### src/rtl/toggle_hs_pkg.sv
// Shared types and default sizes for the two-phase toggle handshake receiver.
// Build option: TOGGLE_RX_TIMEOUT_EN enables the HOLD timeout in toggle_hs_receiver.
package toggle_hs_pkg;

  typedef enum logic [0:0] {
    IDLE = 1'b0,
    HOLD = 1'b1
  } state_t;

  localparam int DEF_DATA_W      = 8;
  localparam int DEF_CNT_W       = 8;
  localparam int DEF_SYNC_STAGES = 2;
  localparam int DEF_TIMEOUT_CYC = 255;

  // Width of a counter that must hold 0 .. cyc-1.
  function automatic int to_cnt_w(input int cyc);
    return (cyc < 2) ? 1 : $clog2(cyc);
  endfunction

endpackage

### src/rtl/toggle_sync.sv
// Synchroniser chain for the incoming request toggle plus the last-seen request level.
// A toggle is pending whenever the synchronised level differs from the last captured one.
module toggle_sync
  import toggle_hs_pkg::*;
#(
  parameter int SYNC_STAGES = DEF_SYNC_STAGES
) (
  input  logic clk,
  input  logic reset,
  input  logic req_tgl_i,
  input  logic capture_i,
  output logic req_s_o,
  output logic last_req_o,
  output logic toggle_det_o
);

  logic [SYNC_STAGES-1:0] sync_q, sync_d;
  logic                   last_req_q, last_req_d;

  always_comb begin
    sync_d     = {sync_q[SYNC_STAGES-2:0], req_tgl_i};
    last_req_d = last_req_q;
    if (capture_i) begin
      last_req_d = sync_q[SYNC_STAGES-1];
    end
  end

  always_ff @(posedge clk) begin
    if (reset) begin
      sync_q     <= '0;
      last_req_q <= 1'b0;
    end else begin
      sync_q     <= sync_d;
      last_req_q <= last_req_d;
    end
  end

  assign req_s_o      = sync_q[SYNC_STAGES-1];
  assign last_req_o   = last_req_q;
  assign toggle_det_o = sync_q[SYNC_STAGES-1] ^ last_req_q;

endmodule

### src/rtl/toggle_hs_receiver.sv
// Receiving end of a two-phase toggle handshake: each request toggle becomes one held event.
// Build option: TOGGLE_RX_TIMEOUT_EN drops a held event after TIMEOUT_CYC cycles without accept.
module toggle_hs_receiver
  import toggle_hs_pkg::*;
#(
  parameter int DATA_W      = DEF_DATA_W,
  parameter int SYNC_STAGES = DEF_SYNC_STAGES,
  parameter int CNT_W       = DEF_CNT_W,
  parameter int TIMEOUT_CYC = DEF_TIMEOUT_CYC
) (
  input  logic              clk,
  input  logic              reset,
  input  logic              req_tgl,
  input  logic [DATA_W-1:0] req_data,
  output logic              ack_tgl,
  output logic              evt_valid,
  output logic [DATA_W-1:0] evt_data,
  input  logic              evt_ready,
  output logic [CNT_W-1:0]  evt_count,
  output logic              overrun,
  output logic              timeout,
  output state_t            dbg_state
);

  // Consumer handshake: an event transfers on any rising edge where evt_valid and
  // evt_ready are both high; evt_valid and evt_data stay stable until then, and
  // evt_ready may change freely (it is ignored while nothing is held).

  state_t              state_q, state_d;
  logic                ack_q, ack_d;
  logic                valid_q, valid_d;
  logic [DATA_W-1:0]   data_q, data_d;
  logic [CNT_W-1:0]    count_q, count_d;
  logic                overrun_q, overrun_d;
  logic                capture;
  logic                toggle_det;
  logic                req_s;
  logic                last_req;

  toggle_sync #(
    .SYNC_STAGES(SYNC_STAGES)
  ) u_sync (
    .clk         (clk),
    .reset       (reset),
    .req_tgl_i   (req_tgl),
    .capture_i   (capture),
    .req_s_o     (req_s),
    .last_req_o  (last_req),
    .toggle_det_o(toggle_det)
  );

`ifdef TOGGLE_RX_TIMEOUT_EN
  localparam int TO_W = to_cnt_w(TIMEOUT_CYC);

  logic [TO_W-1:0] to_cnt_q, to_cnt_d;
  logic            timeout_q, timeout_d;
`endif

  always_comb begin
    state_d   = state_q;
    ack_d     = ack_q;
    valid_d   = valid_q;
    data_d    = data_q;
    count_d   = count_q;
    overrun_d = overrun_q;
    capture   = 1'b0;
`ifdef TOGGLE_RX_TIMEOUT_EN
    to_cnt_d  = to_cnt_q;
    timeout_d = timeout_q;
`endif
    case (state_q)
      IDLE: begin
        if (toggle_det) begin
          capture  = 1'b1;
          data_d   = req_data;
          valid_d  = 1'b1;
          state_d  = HOLD;
`ifdef TOGGLE_RX_TIMEOUT_EN
          to_cnt_d = '0;
`endif
        end
      end
      HOLD: begin
        // A toggle seen here stays pending in the synchroniser and is taken in IDLE.
        if (toggle_det) begin
          overrun_d = 1'b1;
        end
        if (valid_q && evt_ready) begin
          valid_d = 1'b0;
          ack_d   = ~ack_q;
          count_d = count_q + CNT_W'(1);
          state_d = IDLE;
        end
`ifdef TOGGLE_RX_TIMEOUT_EN
        else if (to_cnt_q == TO_W'(TIMEOUT_CYC - 1)) begin
          valid_d   = 1'b0;
          ack_d     = ~ack_q;
          timeout_d = 1'b1;
          state_d   = IDLE;
        end else begin
          to_cnt_d = to_cnt_q + TO_W'(1);
        end
`endif
      end
      default: begin
        state_d = IDLE;
        valid_d = 1'b0;
      end
    endcase
  end

  always_ff @(posedge clk) begin
    if (reset) begin
      state_q   <= IDLE;
      ack_q     <= 1'b0;
      valid_q   <= 1'b0;
      data_q    <= '0;
      count_q   <= '0;
      overrun_q <= 1'b0;
    end else begin
      state_q   <= state_d;
      ack_q     <= ack_d;
      valid_q   <= valid_d;
      data_q    <= data_d;
      count_q   <= count_d;
      overrun_q <= overrun_d;
    end
  end

`ifdef TOGGLE_RX_TIMEOUT_EN
  always_ff @(posedge clk) begin
    if (reset) begin
      to_cnt_q  <= '0;
      timeout_q <= 1'b0;
    end else begin
      to_cnt_q  <= to_cnt_d;
      timeout_q <= timeout_d;
    end
  end

  assign timeout = timeout_q;
`else
  // No timeout hardware; the comparison only keeps TIMEOUT_CYC referenced.
  assign timeout = (TIMEOUT_CYC < 0);
`endif

  assign ack_tgl   = ack_q;
  assign evt_valid = valid_q;
  assign evt_data  = data_q;
  assign evt_count = count_q;
  assign overrun   = overrun_q;
  assign dbg_state = state_q;

endmodule

### config.mk
export PLATFORM = sky130hd
export DESIGN_NAME = toggle_hs_receiver
export DESIGN_NICKNAME = d
export VERILOG_FILES = /design/src/rtl/toggle_hs_pkg.sv /design/src/rtl/toggle_sync.sv /design/src/rtl/toggle_hs_receiver.sv
export SDC_FILE = /design/constraint.sdc
export NUM_CORES = 1
export LEC_CHECK = 0
export CAP_MARGIN = 40
export CORE_MARGIN = 2
export CORE_UTILIZATION = 45
export DETAILED_ROUTE_END_ITERATION = 12
export GPL_TIMING_DRIVEN = 0
export PLACE_DENSITY = 0.81
export SLEW_MARGIN = 20
export SYNTH_ARGS = -nofsm -noshare
export SYNTH_HDL_FRONTEND = slang
export SYNTH_SLANG_ARGS = --single-unit
### constraint.sdc
create_clock -name clk -period 2.5 [get_ports clk]
set_input_delay 0.5 -clock clk [delete_from_list [all_inputs] [get_ports clk]]
set_output_delay 0.5 -clock clk [all_outputs]
set_load 0.1 [all_outputs]
Yosys cells after proc, flatten, opt, wreduce, memory -nomap -nowiden
Cells that the tools add are included.

word-level totals
  bits in registers = 23
  bits of input ports = 12
  output and inout bits = 21
  word-level logic and storage cells = 26

cells by class
  add/subtract/negate cells = 1
  equal/unequal tests = 2
  mux-type cells = 7
  bitwise operators = 3
  reduce and logical (&&, ||, !) cells = 5

operators by type and width
  kind                   number
  $add A8 B1 Y8 const B  1
  $reduce_and A2 Y1      4
  $mux W1                5
  $pmux W1 S2            2
  $ne A2 B1 Y1 const B   1
  $ne A2 B2 Y1 const B   1
  $not A1 Y1             2
  $logic_and A1 B1 Y1    1
  $xor A1 B1 Y1          1

Longest topological paths before layout
Gate-level depths: netlist of run 1.

  depth after elaboration = 3
  mapped depth = 4
  gate-level depth less buffers = 4

Hierarchy
A second synthesis of run 1 with hierarchy kept.

unflattened totals
  cells, all modules = 98
  area, all modules = 867.1 µm²

modules (own cells, without submodules)
  module              times used  cells an instance  area each (µm²)  seq. area each (µm²)
  toggle_hs_receiver  1           90                 772.0            400.4
  toggle_sync         1           8                  95.1             60.1

Worst setup path before layout of run 1
Ideal clock, no wire load.

  path kind = reg2reg
  start point = reg state_q, in the netlist dbg_state
  end point = reg count_q[7], in the netlist evt_count[7]
  setup time = 0.070 ns
  data arrival time = 2.007 ns
  data required time = 2.430 ns
  path slack = 0.423 ns
  stages on the path, launching flop included = 5
  buffers on the path = 1
  clock period less this slack = 2.077 ns
  path through = dfxtp_1 -> nand3_1 -> buf_4 -> or4_1 -> a21oi_1

on the way
  longest elaborated chain between the ends = 1

ends and longest elaborated chain
  what                         line                       source
  start: declaration           toggle_hs_receiver.sv:29   state_t state_q, state_d;
  start signal: assignment     toggle_hs_receiver.sv:121  state_q <= state_d;
  $reduce_and A2 Y1 (no line)  -
  end signal: assignment       toggle_hs_receiver.sv:125  count_q <= count_d;
  end: declaration             toggle_hs_receiver.sv:33   logic [CNT_W-1:0] count_q, count_d;

Every way passes these cells.
A chain may end at the register's enable or synchronous reset.

Worst setup path in the final report of run 1
  start point = reg count_q[4], in the netlist evt_count[4]
  end point = out evt_count[4]

RTL lines
  what              line                      source
  end: declaration  toggle_hs_receiver.sv:19  output logic [CNT_W-1:0] evt_count,

No word-level cell between the ends.

==> impl_results.md, run 1 <==
* Status: completed
* Worst-path cell chain: clkdlybuf4s50_1, buf_8
* Synth Cell Area at 880 um2
* Vias post-DR at 951
* Max IR drop VDD at 0.000623 V
* I/O pin count at 33
* Vias/cell at 5.34
* H-tree levels at 1
* Syn. warnings at 0
* Worst path top cell family by delay: buffers and inverters
* Placer Congestion at 0.718
* Hold Path Class: reg -> reg
* FMAX at 482 MHz
* Setup repair bufs after CTS at 0
* Synth Area per Inst at 8.98 um2
* CP max stage cell: clkdlybuf4s50_1
* M1 GR Usage at 28.5%
* Initial Util at 49.3%
* Busiest layer in global routing: met2
* Final-report hold violation count at 0
* Actual slew at the worst max-slew pin at 0.610 ns
* Top-area cell type share of the netlist area at 52.3%
* Final WS setup at 0.427 ns
* Dpl cells at 174
* Post-DP Area at 1520 um2
* CTS root buf: clkbuf_4
* N_diodes at 0
* Overall die height at 48.2 um
* Final std cells w/o fill at 178
* Area Growth Syn to Fin at 76.4%
* DRT iter0 DRCs at 33
* Crit path max fanout at 6
* TritonCTS buffer count at 3
* R2r setup slk at 0.96 ns
* Core Area at 1780 um2
* Later-pin clock latency in the skew report at 0.32 ns
* Worst path bufs/invs at 2
* Initial DRT Pass Iterations at 4
* Final TNS setup at 0 ns
* Antenna violations before repair at 0
* Final Instance Area at 1550 um2
* # rows at 15
* CTS tree: yes
* GR Util met3 at 9.26%
* P per Cell Area at 488 nW/um2
* Pleak at 0.575 nW
* Post-route ant nets at 0
* Tot GR Track Use at 26.6%
* #FFs+latches synth at 23
* Setup crit start kind: register
* Post-layout min period at 2.07 ns
* Worst path max stage delay at 0.58 ns
* Net Count, Synth at 111
* Maxcap violations at 0
* Clock transition at path regs at 0.13 ns
* Die extent in x at 48.2 um
* Buffers on Ports at 31
* Worst path required time at 2.00 ns
* Synth area leader: dfxtp_1
* Critical Path AT at 1.57 ns
* Synth Instances at 98
* Fin crit share at 82.9%
* Vias in the first global route at 903
* TritonCTS Sinks at 23
* DRC errors left at 0
* Cell types occupying the most area after synthesis: dfxtp_1 52%, a21oi_1 8.0%, o21ai_0 6.8%
* Max-slew violation count at 0
* DIE AREA at 2320 um2
* Hold_buf cts at 0
* First-pass GRT wire length at 4110 um
* Post-synthesis sequential area ratio at 52.3%
* Crit path kind: reg -> out
* Final Skew at 0.00122 ns
* Layout cells sized above 1 at 17.0%
* DRT Wirelength at 2790 um
* Most frequent cells in the layout: 31 x clkdlybuf4s50_1, 23 x dfxtp_1, 20 x buf_8
* Clock Path Buffers at 2
* Post-CTS sizing at 0
* Post-DP HPWL at 2000 um
* Place WS at 0.475 ns
* Leading cell type in the layout, fill and taps excluded: clkdlybuf4s50_1
* Unique cell type count in the Yosys netlist at 20
* M2 GR Usage at 48.9%
* Pin count of the biggest net entering global routing at 15
* # setup viols final at 0
* WL/cell at 15.7 um
* Grt total ovfl at 0
* FILL cells at 86
* Crit path capture type: primary output
* Rel. slew slack at 59.1%
* RSZ-0062 raised after global routing: no
* Nets at 167
[logic make-up (layout without fill, tap and decap cells)]
family,Yosys count,after routing,share of synthesized area (%)
multiplexers,2,2,2.28
buffers and inverters,7,62,3.84
adder cells (fa/ha/maj),1,1,1.42
AO/OA/AOI/OAI,29,29,17.4
flip-flops,23,23,52.3
XOR/XNOR,5,5,4.98
AND/OR/NAND/NOR,30,30,17.4
other,1,1,0.426
[path summary, 6_finish.rpt]
check | cells after the start | endpoint | from
worst max-delay path | 2 | evt_count[4] | evt_count[4]
worst min-delay path | 1 | u_sync.sync_q[1] | u_sync.sync_q[0]
worst max register to register | 4 | evt_count[7] | dbg_state
worst min register to register | 1 | u_sync.sync_q[1] | u_sync.sync_q[0]
[per-stage QoR]
stage	utilization [%]	hold slack, ns	power (mW)
floorplan	-	0.414	0.502
global placement	68.5	0.424	0.546
detailed placement	85.3	0.432	0.582
CTS	87.0	0.461	0.756
global route	87.0	0.473	0.783
finish	87.0	0.460	0.756
[per-layer routing]
metal | wire length [um] | vias to the layer above
met5 | 0 | -
met4 | 59 | 0
met3 | 121 | 6
met2 | 1520 | 34
met1 | 1090 | 453
li1 | - | 458
[power breakdown]
| part | switching [mW] | internal [mW] | total (mW) | leakage [nW] |
|---|---|---|---|---|
| registers | 0.00878 | 0.378 | 0.387 | 0.187 |
| logic | 0.119 | 0.0693 | 0.189 | 0.374 |
| clock network | 0.119 | 0.0611 | 0.180 | 0.0139 |
| total | 0.247 | 0.509 | 0.756 | 0.575 |
[worst reg2reg max path, delay by kind of cell (launching register included)]
kind,cells,cell delay [ns]
compound gates,1,0.17
flops,1,0.44
simple gates,2,0.66
buf+inv,1,0.20
[cells in the mapped netlist]
cell type and instances:
dfxtp_1 23, a21oi_1 14, o21ai_0 12, nand3_1 10
nor2_1 8, clkbuf_1 4, xor2_1 4, nand4_1 3
or3_1 3, buf_4 2, mux2i_1 2, nand2_1 2
nor2b_1 2, o31ai_1 2, or4_1 2, a22oi_1 1
clkinv_1 1, conb_1 1, ha_1 1, xnor2_1 1
[layout make-up]
class	count	area (um2)	share of cell area [%]
Sequential cell	23	460	29.7
Clock inverter	1	7.51	0.484
Clock buffer	3	22.5	1.45
Timing Repair Buffer	51	611	39.4
Inverter	1	3.75	0.242
Multi-Input combinational cell	68	385	24.8
Buffer	6	30.0	1.94
Tap cell	25	31.3	2.02
[registers in the layout, summed over array words and instances, names as in the netlist]
signal / cells
ack_tgl: 1
dbg_state: 1
evt_count: 8
evt_data: 8
evt_valid: 1
overrun: 1
u_sync.last_req_o: 1
u_sync.sync_q: 2
No activity file was read; power rests on OpenSTA's default activity.
==> run 2: changes to the inputs <==
Settings changed: CORE_UTILIZATION 45 to 42, PLACE_DENSITY 0.81 to 0.77.
Clock period 2.5 ns to 2.1 ns, I/O delays scaled along.
==> impl_results.md, run 2 (same netlist as run 1, synthesis figures left out) <==
* Actual slew at the worst max-slew pin at 0.654 ns (+0.0446 ns)
* Busiest layer in global routing: met2
* Post-DP HPWL at 2140 um (+6.9%)
* Fin crit share at 93.5%
* Initial Util at 44.8% (-4.5 points)
* Later-pin clock latency in the skew report at 0.31 ns (about the same)
* Nets at 167 (unchanged)
* Die extent in x at 49.8 um (+3.2%)
* Layout cells sized above 1 at 16.3% (-0.65 points)
* Worst path max stage delay at 0.57 ns (about the same)
* Worst path required time at 1.68 ns (-0.32 ns)
* RSZ-0062 raised after global routing: no
* Worst r2r src: dbg_state
* Start point of the critical path: evt_count[3]
* Hold Path Class: reg -> reg
* CTS tree: yes
* Post-route ant nets at 0 (unchanged)
* Buffers on Ports at 31 (unchanged)
* Final Skew at 0.000595 ns (-0.000627 ns)
* Rel. slew slack at 56.1% (-3.0 points)
* CTS root buf: clkbuf_4
* Final-report hold violation count at 0 (unchanged)
* Grt total ovfl at 0 (unchanged)
* Worst path bufs/invs at 2 (unchanged)
* # setup viols final at 0 (unchanged)
* Setup crit start kind: register
* Vias post-DR at 979 (+2.9%)
* Placer Congestion at 0.749 (+4.2%)
* Pleak at 0.576 nW (+0.18%)
* Area Growth Syn to Fin at 76.2% (about the same)
* Antenna violations before repair at 0 (unchanged)
* Vias in the first global route at 982 (+8.7%)
* Post-CTS sizing at 0 (unchanged)
* Leading cell type in the layout, fill and taps excluded: clkdlybuf4s50_1
* Final Instance Area at 1550 um2 (about the same)
* # rows at 16 (+1)
* M1 GR Usage at 24.2% (-4.3 points)
* Tot GR Track Use at 23.7% (-3.0 points)
* N_diodes at 0 (unchanged)
* Vias/cell at 5.44 (+1.8%)
* First-pass GRT wire length at 4390 um (+6.9%)
* H-tree levels at 1 (unchanged)
* Worst-path cell chain: clkdlybuf4s50_1, buf_8
* Post-layout min period at 1.96 ns
* Hold_buf cts at 0 (unchanged)
* Clock Path Buffers at 2 (unchanged)
* Final TNS setup at 0 ns (unchanged)
* DRT iter0 DRCs at 36 (+9.1%)
* TritonCTS Sinks at 23 (unchanged)
* Core Area at 1960 um2 (+10%)
* CP max stage cell: clkdlybuf4s50_1
* Max-slew violation count at 0 (unchanged)
* DIE AREA at 2480 um2 (+6.6%)
* I/O pin count at 33 (unchanged)
* Most frequent cells in the layout: 31 x clkdlybuf4s50_1, 23 x dfxtp_1, 20 x buf_8
* DRT Wirelength at 2750 um (-1.4%)
* Final Util at 79.0% (-8.0 points)
* Max IR drop VDD at 0.000564 V (-9.5%)
* FMAX at 509 MHz
* TritonCTS buffer count at 3 (unchanged)
* Post-DP Area at 1520 um2 (+0.16%)
* Worst path top cell family by delay: buffers and inverters
* Fin Hold WS at 0.459 ns (-0.000460 ns)
* Overall die height at 49.8 um (+3.2%)
* P per Cell Area at 572 nW/um2 (+17%)
* Status: completed
* M2 GR Usage at 44.4% (-4.5 points)
* GR Util met3 at 6.67% (-2.6 points)
* Pin count of the biggest net entering global routing at 13 (-2)
* Crit path kind: reg -> out
* WL/cell at 15.3 um (-2.5%)
* Critical Path AT at 1.54 ns (-0.03 ns)
* Crit path max fanout at 7 (+1)
* Setup repair bufs after CTS at 0 (unchanged)
* Clock transition at path regs at 0.12 ns (about the same)
* Maxcap violations at 0 (unchanged)
* DRC errors left at 0 (unchanged)
* Crit path capture type: primary output
* Initial DRT Pass Iterations at 4 (unchanged)
* Hold Crit Start: u_sync.sync_q[0]
-- run 2: worst register-to-register path: stages (launching register included) --
cell and delay (ns):
dfxtp_1 0.44, nand3_1 0.14, buf_4 0.20, or4_1 0.51, a21oi_1 0.16
-- run 2: per-layer routing --
metal | routed length [um] | share of wire, % | vias to the layer above
li1 | - | - | 459
met1 | 1040 | 38 | 472
met2 | 1520 | 55 | 40
met3 | 137 | 5.0 | 8
met4 | 53 | 1.9 | 0
met5 | 0 | 0 | -
-- run 2: layout make-up --
class,instances,area [um2]
repair buffers,51,611
flip-flops and latches,23,460
fillers,138,412
multi-input cells,68,385
well taps,27,33.8
plain buffers,6,30.0
clock buffers,4,26.3
inverters,1,3.75
-- run 2: worst paths after layout --
| path | endpoint | slack (ns) | cells past startpoint |
|---|---|---|---|
| setup / recovery | evt_count[3] | 0.14 | 2 |
| hold / removal | u_sync.sync_q[1] | 0.46 | 1 |
| setup reg to reg | evt_count[7] | 0.59 | 4 |
| hold reg to reg | u_sync.sync_q[1] | 0.46 | 1 |
-- run 2: per-stage QoR --
step | setup WS, ns | power, mW | cells
floorplan | 0.0229 | 0.597 | 98
global placement | 0.101 | 0.650 | 156
detailed placement | 0.128 | 0.695 | 176
CTS | 0.146 | 0.886 | 180
global route | 0.0722 | 0.921 | 180
finish | 0.137 | 0.887 | 180
-- run 2: power by group --
part	switching [mW]	internal [mW]	leakage (nW)	total, mW
logic	0.143	0.0825	0.374	0.225
clock network	0.126	0.0742	0.0150	0.201
registers	0.0106	0.450	0.187	0.461
total	0.280	0.607	0.576	0.887
==> run 3: changes to the inputs <==
Settings changed: SYNTH_HIERARCHICAL set to 1.
==> impl_results.md, run 3 <==
* Antenna violations before repair at 0 (unchanged)
* Synth Instances at 98 (unchanged)
* Final TNS setup at 0 ns (unchanged)
* Cell types occupying the most area after synthesis: dfxtp_1 53%, nand2_1 8.7%, a21oi_1 8.1%
* Synth Cell Area at 867 um2 (-1.4%)
* N_diodes at 0 (unchanged)
* Pin count of the biggest net entering global routing at 14 (+1)
* Buffers on Ports at 31 (unchanged)
* Post-CTS sizing at 0 (unchanged)
* CTS tree: yes
* Hold Crit Start: u_sync/sync_q[0]
* Crit path capture type: primary output
* Top-count cell post-synth: dfxtp_1
* Critical Path AT at 1.60 ns (+0.06 ns)
* Hold Path Class: reg -> reg
* Worst path max stage delay at 0.58 ns (about the same)
* Worst path bufs/invs at 2 (unchanged)
* DRC errors left at 0 (unchanged)
* Crit path max fanout at 7 (unchanged)
* Nets at 167 (unchanged)
* Initial DRT Pass Iterations at 4 (unchanged)
* Max-slew violation count at 0 (unchanged)
* H-tree levels at 1 (unchanged)
* Initial Util at 44.2% (-0.64 points)
* Synth async-reset ratio at 0% (unchanged)
* Die extent in x at 49.4 um (-0.66%)
* Hold-critical path endpoint: u_sync/sync_q[1]
* Tot Pwr at 0.842 mW (-5.0%)
* Fin crit share at 96.1% (+2.7 points)
* Hold Path Depth at 1 (unchanged)
* Synth Area per Inst at 8.85 um2 (-1.4%)
* FILL cells at 124 (-10%)
* Core Area at 1960 um2 (unchanged)
* Post-synthesis sequential area ratio at 53.1% (+0.76 points)
* TritonCTS buffer count at 3 (unchanged)
* Tot GR Track Use at 21.9% (-1.8 points)
* Post-route ant nets at 0 (unchanged)
* CP max stage cell: clkdlybuf4s50_1
* Clock transition at path regs at 0.11 ns (about the same)
* DRT Wirelength at 2360 um (-14%)
* Max IR drop VDD at 0.000396 V (-30%)
* Reg2Reg Depth at 5 (+1)
* Later-pin clock latency in the skew report at 0.32 ns (about the same)
* Synth Flop Type: dfxtp_1
* Post-DP HPWL at 1870 um (-13%)
* Vias/cell at 5.02 (-7.7%)
* Most frequent cells in the layout: 31 x clkdlybuf4s50_1, 23 x dfxtp_1, 20 x nand2_1, 20 x buf_8, 14 x a21oi_1
* Hold_buf cts at 0 (unchanged)
* First-pass GRT wire length at 3970 um (-9.4%)
* Vias post-DR at 904 (-7.7%)
* Place WS at 0.173 ns (+0.0449 ns)
* Final WS setup at 0.0811 ns (-0.0560 ns)
* Net Count, Synth at 111 (unchanged)
* Setup crit start kind: register
* Leading cell type in the layout, fill and taps excluded: clkdlybuf4s50_1
* Final Skew at 0.0121 ns (+0.0115 ns)
* I/O pin count at 33 (unchanged)
* Overall die height at 49.4 um (-0.66%)
* Post-layout min period at 2.02 ns (+0.0560 ns)
* Vias in the first global route at 875 (-11%)
* Status: completed
* Clock Path Buffers at 2 (unchanged)
* # rows at 16 (unchanged)
* Worst r2r src: dbg_state
* Worst path top cell family by delay: buffers and inverters
* Post-synth EDFFs at 0 (unchanged)
* Fin Hold WS at 0.455 ns (-0.00454 ns)
* DIE AREA at 2440 um2 (-1.3%)
* TritonCTS Sinks at 23 (unchanged)
* Crit path kind: reg -> out
* #FFs+latches synth at 23 (unchanged)
* Total area of sequential cells at 460 um2 (unchanged)
* Syn. warnings at 6 (+6)
* Placer Congestion at 0.715 (-4.5%)
* Maxcap violations at 0 (unchanged)
* Pleak at 0.582 nW (+1.0%)
* WL/cell at 13.1 um (-14%)
* Synth area leader: dfxtp_1
* P per Cell Area at 547 nW/um2 (-4.4%)
* R2r endpoint: u_sync/last_req_o
* RSZ-0062 raised after global routing: no
* Setup repair bufs after CTS at 0 (unchanged)
* R2r setup slk at 0.57 ns (-0.02 ns)
* Most common library cells after synthesis: 23 x dfxtp_1, 20 x nand2_1, 14 x a21oi_1
* Multi-input gate area at 379 um2 (-1.6%)
* DRT iter0 DRCs at 29 (-19%)
* Grt total ovfl at 0 (unchanged)
* Unique cell type count in the Yosys netlist at 23 (+15%)
* FMAX at 495 MHz (-2.8%)
* Final-report hold violation count at 0 (unchanged)
* CTS root buf: clkbuf_4
* Worst-path cell chain: clkdlybuf4s50_1, buf_8
* Top-area cell type share of the netlist area at 53.1% (+0.76 points)
* Worst path required time at 1.68 ns (about the same)
* Area Growth Syn to Fin at 77.5%
* # setup viols final at 0 (unchanged)
* Layout cells sized above 1 at 17.6% (+1.3 points)
-- run 3: worst max-delay path by stage --
stage | from | end | slack [ns] | depth (start not counted)
after floorplan | evt_count[0] | evt_count[6] | 0.03 | 4
after global placement | dbg_state | dbg_state | 0.04 | 1
after detailed placement | evt_ready | evt_count[6] | 0.17 | 4
after CTS | dbg_state | dbg_state | 0.08 | 2
after global routing | dbg_state | dbg_state | 0.002 | 2
final | dbg_state | dbg_state | 0.08 | 2
-- run 3: worst register-to-register path, stage by stage (launching register included) --
cell,delay (ns)
dfxtp_1,0.50
nand2b_1,0.14
buf_2,0.20
clkinv_1,0.29
mux2i_1,0.24
nor2_1,0.06
-- run 3: routing by layer --
| metal | vias up | global-route usage, % | wire (um) | share of wire (%) |
|---|---|---|---|---|
| li1 | 441 | - | - | - |
| met1 | 424 | 24.0 | 876 | 37 |
| met4 | 0 | 11.6 | 62 | 2.6 |
| met5 | - | 0 | 0 | 0 |
| met2 | 32 | 38.5 | 1300 | 55 |
| met3 | 7 | 5.52 | 119 | 5.0 |
-- run 3: cell families after synthesis --
logic type	share of synthesized area [%]
and+or+nand+nor	24.0
DFF	53.1
AOI/OAI and AO/OA	11.5
buffers and inverters	3.17
xor gates and xnor gates	4.04
muxes	2.31
adders and majority gates	1.44
other	0.432
-- run 3: final cells by class --
class                           instances  area share (%)
Timing Repair Buffer                   51            39.7
Sequential cell                        23            29.9
Multi-Input combinational cell         69            24.6
Tap cell                               27            2.20
Buffer                                  5            1.54
Clock buffer                            3            1.46
Clock inverter                          1           0.325
Inverter                                1           0.244
-- run 3: power by group --
part / total [mW] / internal [mW] / switching [mW]
sequential: 0.458 / 0.448 / 0.00989
combinational: 0.182 / 0.0690 / 0.113
clock: 0.203 / 0.0713 / 0.131
-- run 3: per-stage QoR --
| stage | cell area, um2 | util (%) | cells |
|---|---|---|---|
| finish | 1540 | 78.4 | 180 |
| floorplan | 867 | - | 98 |
| detailed placement | 1510 | 77.0 | 176 |
| CTS | 1540 | 78.4 | 180 |
| global placement | 1210 | 61.7 | 156 |
| global route | 1540 | 78.4 | 180 |
